===== src/rtl/hsv_to_rgb_pipe.sv =====
// hsv_to_rgb_pipe
//   Streaming conversion of the unnormalised hue/chroma/value triple back to
//   8-bit R,G,B. The hue offset H is G-B for an R-max pixel, 2S+B-R for G-max
//   and 4S+R-G for B-max. Three register stages with a shared valid/ready
//   advance, so a stalled output freezes the whole pipe (bubbles are kept).
//
// Ports
//   clk, reset_n        : clock, synchronous active-low reset
//   in_valid / in_ready : input handshake (in_ready is combinational)
//   H_i, S_i, V_i       : signed hue offset, chroma (max-min), value (max)
//   sb_i / sb_o         : sideband word carried alongside each pixel
//   out_valid/out_ready : output handshake
//   R_o, G_o, B_o       : reconstructed colour
module hsv_to_rgb_pipe #(
  parameter int unsigned SB_W = 20
) (
  input  logic                   clk,
  input  logic                   reset_n,
  input  logic                   in_valid,
  output logic                   in_ready,
  input  logic signed [13:0]     H_i,
  input  logic        [7:0]      S_i,
  input  logic        [7:0]      V_i,
  input  logic        [SB_W-1:0] sb_i,
  output logic                   out_valid,
  input  logic                   out_ready,
  output logic        [7:0]      R_o,
  output logic        [7:0]      G_o,
  output logic        [7:0]      B_o,
  output logic        [SB_W-1:0] sb_o
);

  typedef enum logic [1:0] {SEC_GRAY, SEC_R, SEC_G, SEC_B} sector_e;

  logic en;

  // stage 1
  logic                   s1_vld_q;
  logic        [7:0]      s1_se_q, s1_mn_q, s1_v_q;
  logic signed [13:0]     s1_se2_q, s1_se4_q, s1_h_q;
  logic        [SB_W-1:0] s1_sb_q;
  logic        [7:0]      se_d, mn_d;

  // stage 2
  logic                   s2_vld_q, s2_neg_q;
  sector_e                s2_sec_q, sec_d;
  logic        [7:0]      s2_mag_q, s2_mn_q, s2_v_q, mag_d;
  logic        [SB_W-1:0] s2_sb_q;
  logic signed [15:0]     h_x, se_x, se2_x, se3_x, se4_x, off_raw, off_sat, mag_x;

  // stage 3
  logic                   s3_vld_q;
  logic        [7:0]      r_q, g_q, b_q, r_d, g_d, b_d, mid, up, dn;
  logic        [SB_W-1:0] sb_q;

  assign en        = !s3_vld_q || out_ready;
  assign in_ready  = en;
  assign out_valid = s3_vld_q;
  assign R_o       = r_q;
  assign G_o       = g_q;
  assign B_o       = b_q;
  assign sb_o      = sb_q;

  // Clamping S to V repairs S>V inputs so mn never underflows.
  always_comb begin
    se_d = (S_i < V_i) ? S_i : V_i;
    mn_d = V_i - se_d;
  end

  // Sector select on widened signed values; H-4*Se can leave the 14-bit range.
  always_comb begin
    h_x     = {{2{s1_h_q[13]}}, s1_h_q};
    se_x    = {8'b0, s1_se_q};
    se2_x   = {2'b0, s1_se2_q};
    se4_x   = {2'b0, s1_se4_q};
    se3_x   = se_x + se2_x;
    sec_d   = SEC_B;
    off_raw = h_x - se4_x;
    if (s1_se_q == 8'd0) begin
      sec_d   = SEC_GRAY;
      off_raw = '0;
    end else if (h_x <= se_x) begin
      sec_d   = SEC_R;
      off_raw = h_x;
    end else if (h_x <= se3_x) begin
      sec_d   = SEC_G;
      off_raw = h_x - se2_x;
    end
    // Saturation keeps the mid channel within [mn, V] for out-of-range H.
    if (off_raw > se_x)       off_sat = se_x;
    else if (off_raw < -se_x) off_sat = -se_x;
    else                      off_sat = off_raw;
    mag_x = off_sat[15] ? -off_sat : off_sat;
    mag_d = 8'(mag_x);
  end

  // Channel assignment; mid = mn + mag cannot exceed V since mag <= Se.
  always_comb begin
    mid = s2_mn_q + s2_mag_q;
    up  = s2_neg_q ? s2_mn_q : mid;
    dn  = s2_neg_q ? mid : s2_mn_q;
    r_d = s2_v_q;
    g_d = s2_v_q;
    b_d = s2_v_q;
    case (s2_sec_q)
      SEC_R:   begin g_d = up; b_d = dn; end
      SEC_G:   begin b_d = up; r_d = dn; end
      SEC_B:   begin r_d = up; g_d = dn; end
      default: ;
    endcase
  end

  always_ff @(posedge clk) begin
    if (!reset_n) begin
      s1_vld_q <= 1'b0;
      s1_se_q  <= '0;
      s1_mn_q  <= '0;
      s1_v_q   <= '0;
      s1_se2_q <= '0;
      s1_se4_q <= '0;
      s1_h_q   <= '0;
      s1_sb_q  <= '0;
      s2_vld_q <= 1'b0;
      s2_sec_q <= SEC_GRAY;
      s2_neg_q <= 1'b0;
      s2_mag_q <= '0;
      s2_mn_q  <= '0;
      s2_v_q   <= '0;
      s2_sb_q  <= '0;
      s3_vld_q <= 1'b0;
      r_q      <= '0;
      g_q      <= '0;
      b_q      <= '0;
      sb_q     <= '0;
    end else if (en) begin
      s1_vld_q <= in_valid;
      s1_se_q  <= se_d;
      s1_mn_q  <= mn_d;
      s1_v_q   <= V_i;
      s1_se2_q <= {5'b0, se_d, 1'b0};
      s1_se4_q <= {4'b0, se_d, 2'b0};
      s1_h_q   <= H_i;
      s1_sb_q  <= sb_i;
      s2_vld_q <= s1_vld_q;
      s2_sec_q <= sec_d;
      s2_neg_q <= off_sat[15];
      s2_mag_q <= mag_d;
      s2_mn_q  <= s1_mn_q;
      s2_v_q   <= s1_v_q;
      s2_sb_q  <= s1_sb_q;
      s3_vld_q <= s2_vld_q;
      r_q      <= r_d;
      g_q      <= g_d;
      b_q      <= b_d;
      sb_q     <= s2_sb_q;
    end
  end

endmodule


===== config.mk =====
export PLATFORM = sky130hd
export DESIGN_NAME = hsv_to_rgb_pipe
export DESIGN_NICKNAME = d
export VERILOG_FILES = /design/src/rtl/hsv_to_rgb_pipe.sv
export SDC_FILE = /design/constraint.sdc
export NUM_CORES = 1
export LEC_CHECK = 0
export BUFFER_PORTS_ARGS = -buffer_cell sky130_fd_sc_hd__clkbuf_2
export CORE_AREA = 2 2 237 146
export DETAILED_ROUTE_END_ITERATION = 7
export DIE_AREA = 0 0 239 148
export PLACE_DENSITY = 0.47
export SLEW_MARGIN = 20
export SYNTH_ARGS = -nofsm -noshare
export SYNTH_HDL_FRONTEND = slang
export SYNTH_SLANG_ARGS = --single-unit

===== constraint.sdc =====
create_clock -name clk -period 9.37 [get_ports clk]
set_input_delay 0.937 -clock clk [delete_from_list [all_inputs] [get_ports clk]]
set_output_delay 0.937 -clock clk [all_outputs]
set_load 0.02 [all_outputs]

==> impl_results.md <==
* Status: finished, final reports clean
* Worst Path Required at 9.70 ns
* Die height at 148 µm
* FP Rows at 52
* Overall Global Routing Usage at 18.2%
* Slowest CP cell: dfxtp_1
* H-tree depth at 4
* DRT Pass-1 Iters at 5
* Area leader, netlist: dfxtp_1
* Largest net degree at the start of global routing at 141
* Fin worst setup slack at 0.826 ns
* Switch Pwr at 917 µW
* Cell area after synthesis at 9850 µm²
* Area Growth Syn to Fin at 14.5%
* Worst slew pin tran at 0.900 ns
* Max VDD drop at 139 µV
* Antenna Nets Post-Route at 0
* Total CTS buffers at 17
* Flop pwr share at 32.8%
* Setup crit start kind: register
* HPWL Detailed at 23,600 µm
* Hold Path Class: reg2reg
* I/O Buffers at 99
* Post-synth EDFFs at 0
* Clock Tree Buf Depth at 2
* Core area at 33,200 µm²
* Average wire per cell in the routed design at 17.9 µm
* Final Hold Fails at 0
* Layout Skew at 0.00630 ns
* Layout Nets at 1,472
* Top Ports at 100
* Die area at 35,400 µm²
* Int Pwr at 1.41 mW
* RSZ-0062 raised after global routing: no
* Synthesized net count at 1,414
* Max Slew Vio Count at 0
* Initial core utilization at 29.7%
* Most frequent CP cell: ha_1
* CP Class: reg2reg
* Combinational share of power at 38.4%
* Avg Inst Size Synth at 7.77 µm²
* Post-synth top flop: dfxtp_1
* Die W at 239 µm
* Synthesized instance count at 1,267
* Ys Warns at 0
* Final min period at 8.54 ns
* Ranking of synthesized cells by area: dfxtp_1 (31%), ha_1 (11%), nand2_1 (11%)
* Multiplexer share of the synthesized area at 2.83%
* Top cells by count, synth: nand2_1 (282), a21oi_1 (181), dfxtp_1 (152)
* CTS tree: yes
* First-pass GRT wire length at 49,600 µm
* Fmax at 117 MHz
* Dpl ws at 0.486 ns
* Layout cells sized above 1 at 14.4%
* DR iter-0 viols at 716
* DR DRC count at 0
* GPL Wtd Cong at 0.929
* Worst-path maximum fanout at 12
* Initial antenna violation count at 2
* Compound-cell area share of the yosys netlist at 26.5%
* Yosys reg bits at 152
* Crit end category: register
* Final setup fails at 0
* Clk pwr share at 28.8%
* Number of global-route vias before repair at 8,517
* Grt ovf at 0
* Synth Area in Simple Gates at 19.0%
* Synth Area in Adders at 12.2%
* Via density at 5.20
* Post-CTS setup buffer count at 0
* FFs w/ async S/R, synth at 0%
* Slowest Stage Delay on Critical Path at 0.52 ns
* Net Sw Frac at 39.4%
* Count leader, synth: nand2_1
* Clock tree root driver cell: clkbuf_16
* Main combinational cell family by area after synthesis: compound AO/OA/AOI/OAI gates
* Top-area cell type share of the netlist area at 30.9%
* Sequential-to-total area share from yosys stat at 30.9%
* Final core occ at 34.0%
* Pleak at 4.76 nW
* Via count at 9,214
* Clk pin slew, worst setup/hold paths at 0.07 ns
* Synth Area in XOR/XNOR at 3.65%
* CTS Sinks at 152
* Fin crit share at 91.2%
* Setup TNS at 0 ns
* Data arrival, critical path at 8.87 ns
* Power per cell area at 206 nW/µm²
* Max cap viols at 0
* Post-Route WL at 31,800 µm
* Worst-skew pair later-pin latency at 0.43 ns
* Slew Limit Headroom at 40.0%
* Unique masters post-synth at 80
timing repair:
action	CTS	global route
endpoints found under the setup margin	0	7
resized for setup	0	4
hold buffers	0	0
layout make-up:
cell class / instances / area, µm²
Inverter: 54 / 211
Clock buffer: 18 / 439
Antenna cell: 1 / 2.50
Fill cell: 3547 / 21900
Timing Repair Buffer: 108 / 576
Tap cell: 432 / 541
Sequential cell: 152 / 3040
Clock inverter: 14 / 128
Multi-Input combinational cell: 992 / 6340
registers in the layout (all words and copies together), names as in the netlist, 2 cells and up:
register	flops
s1_h_q	14
s1_sb_q	20
s2_sec_q	2
s2_mag_q	8
sb_o	20
s1_v_q	8
s1_se4_q	8
G_o	8
s2_mn_q	8
s2_sb_q	20
s1_mn_q	8
R_o	8
s2_v_q	8
B_o	8
logic make-up (layout without fill, tap and decap cells):
kind of cell,after synthesis,count (layout)
fa+ha+maj,93,93
compound gates,401,401
simple gates,431,431
mux,26,26
xor+xnor,41,41
flops,152,152
buf+inv,123,194
other cells,0,1
final timing paths:
| kind | startpoint | to | slack (ns) | depth (start not counted) |
|---|---|---|---|---|
| worst min-delay path | s2_sb_q[8] | s2_sb_q[8] | 0.45 | 2 |
| worst min register to register | s2_sb_q[8] | s2_sb_q[8] | 0.45 | 2 |
| worst max register to register | s1_se4_q[4] | s2_mag_q[4] | 0.83 | 35 |
| worst max-delay path | s1_se4_q[4] | s2_mag_q[4] | 0.83 | 35 |
routing by layer:
metal  vias to the layer above  track usage (%)  wire length (µm)
li1                       4618                -                 -
met2                       224             23.2             11800
met3                        27             5.12              2330
met4                         4             4.28               399
met5                         -                0                27
met1                      4341             28.8             17300
cells in the final DEF (no fill, tap or decap), drive strengths merged, types with 11 or more instances in the layout:
| cell type | count |
|---|---|
| nand3 | 18 |
| a221oi | 18 |
| mux2 | 15 |
| o211ai | 13 |
| ha | 88 |
| o21ai | 52 |
| mux2i | 11 |
| nor3 | 13 |
| a21oi | 183 |
| nand2 | 283 |
| clkbuf | 117 |
| inv | 61 |
| a21o | 16 |
| nor2 | 60 |
| dfxtp | 152 |
| a211oi | 27 |
| xnor2 | 32 |
power groups by stage:
stage | Clock (mW) | Sequential (mW) | Combinational (mW)
finish | 0.669 | 0.764 | 0.893
global route | 0.719 | 0.773 | 0.988
CTS | 0.690 | 0.764 | 0.878
detailed placement | 0 | 0.778 | 0.872
global placement | 0 | 0.777 | 0.877
floorplan | 0 | 0.770 | 0.642
stage by stage:
step	instance area (µm²)	power [mW]	hold WS, ns	std cells
CTS	11300	2.33	0.453	1770
floorplan	9850	1.41	0.432	1267
finish	11300	2.33	0.452	1771
detailed placement	10700	1.65	0.444	1738
global placement	10700	1.65	0.439	1738
global route	11300	2.48	0.462	1770
worst max-delay path: cells and delay by family, from the launching register on:
| family | cells | cell delay (ns) |
|---|---|---|
| adder cells (fa/ha/maj) | 4 | 1.36 |
| multiplexers | 1 | 0.37 |
| buffers and inverters | 4 | 0.83 |
| XOR/XNOR | 1 | 0.14 |
| AO/OA/AOI/OAI | 16 | 3.47 |
| AND/OR/NAND/NOR | 9 | 1.72 |
| flip-flops | 1 | 0.52 |
Power figures use the tool's default switching activity.
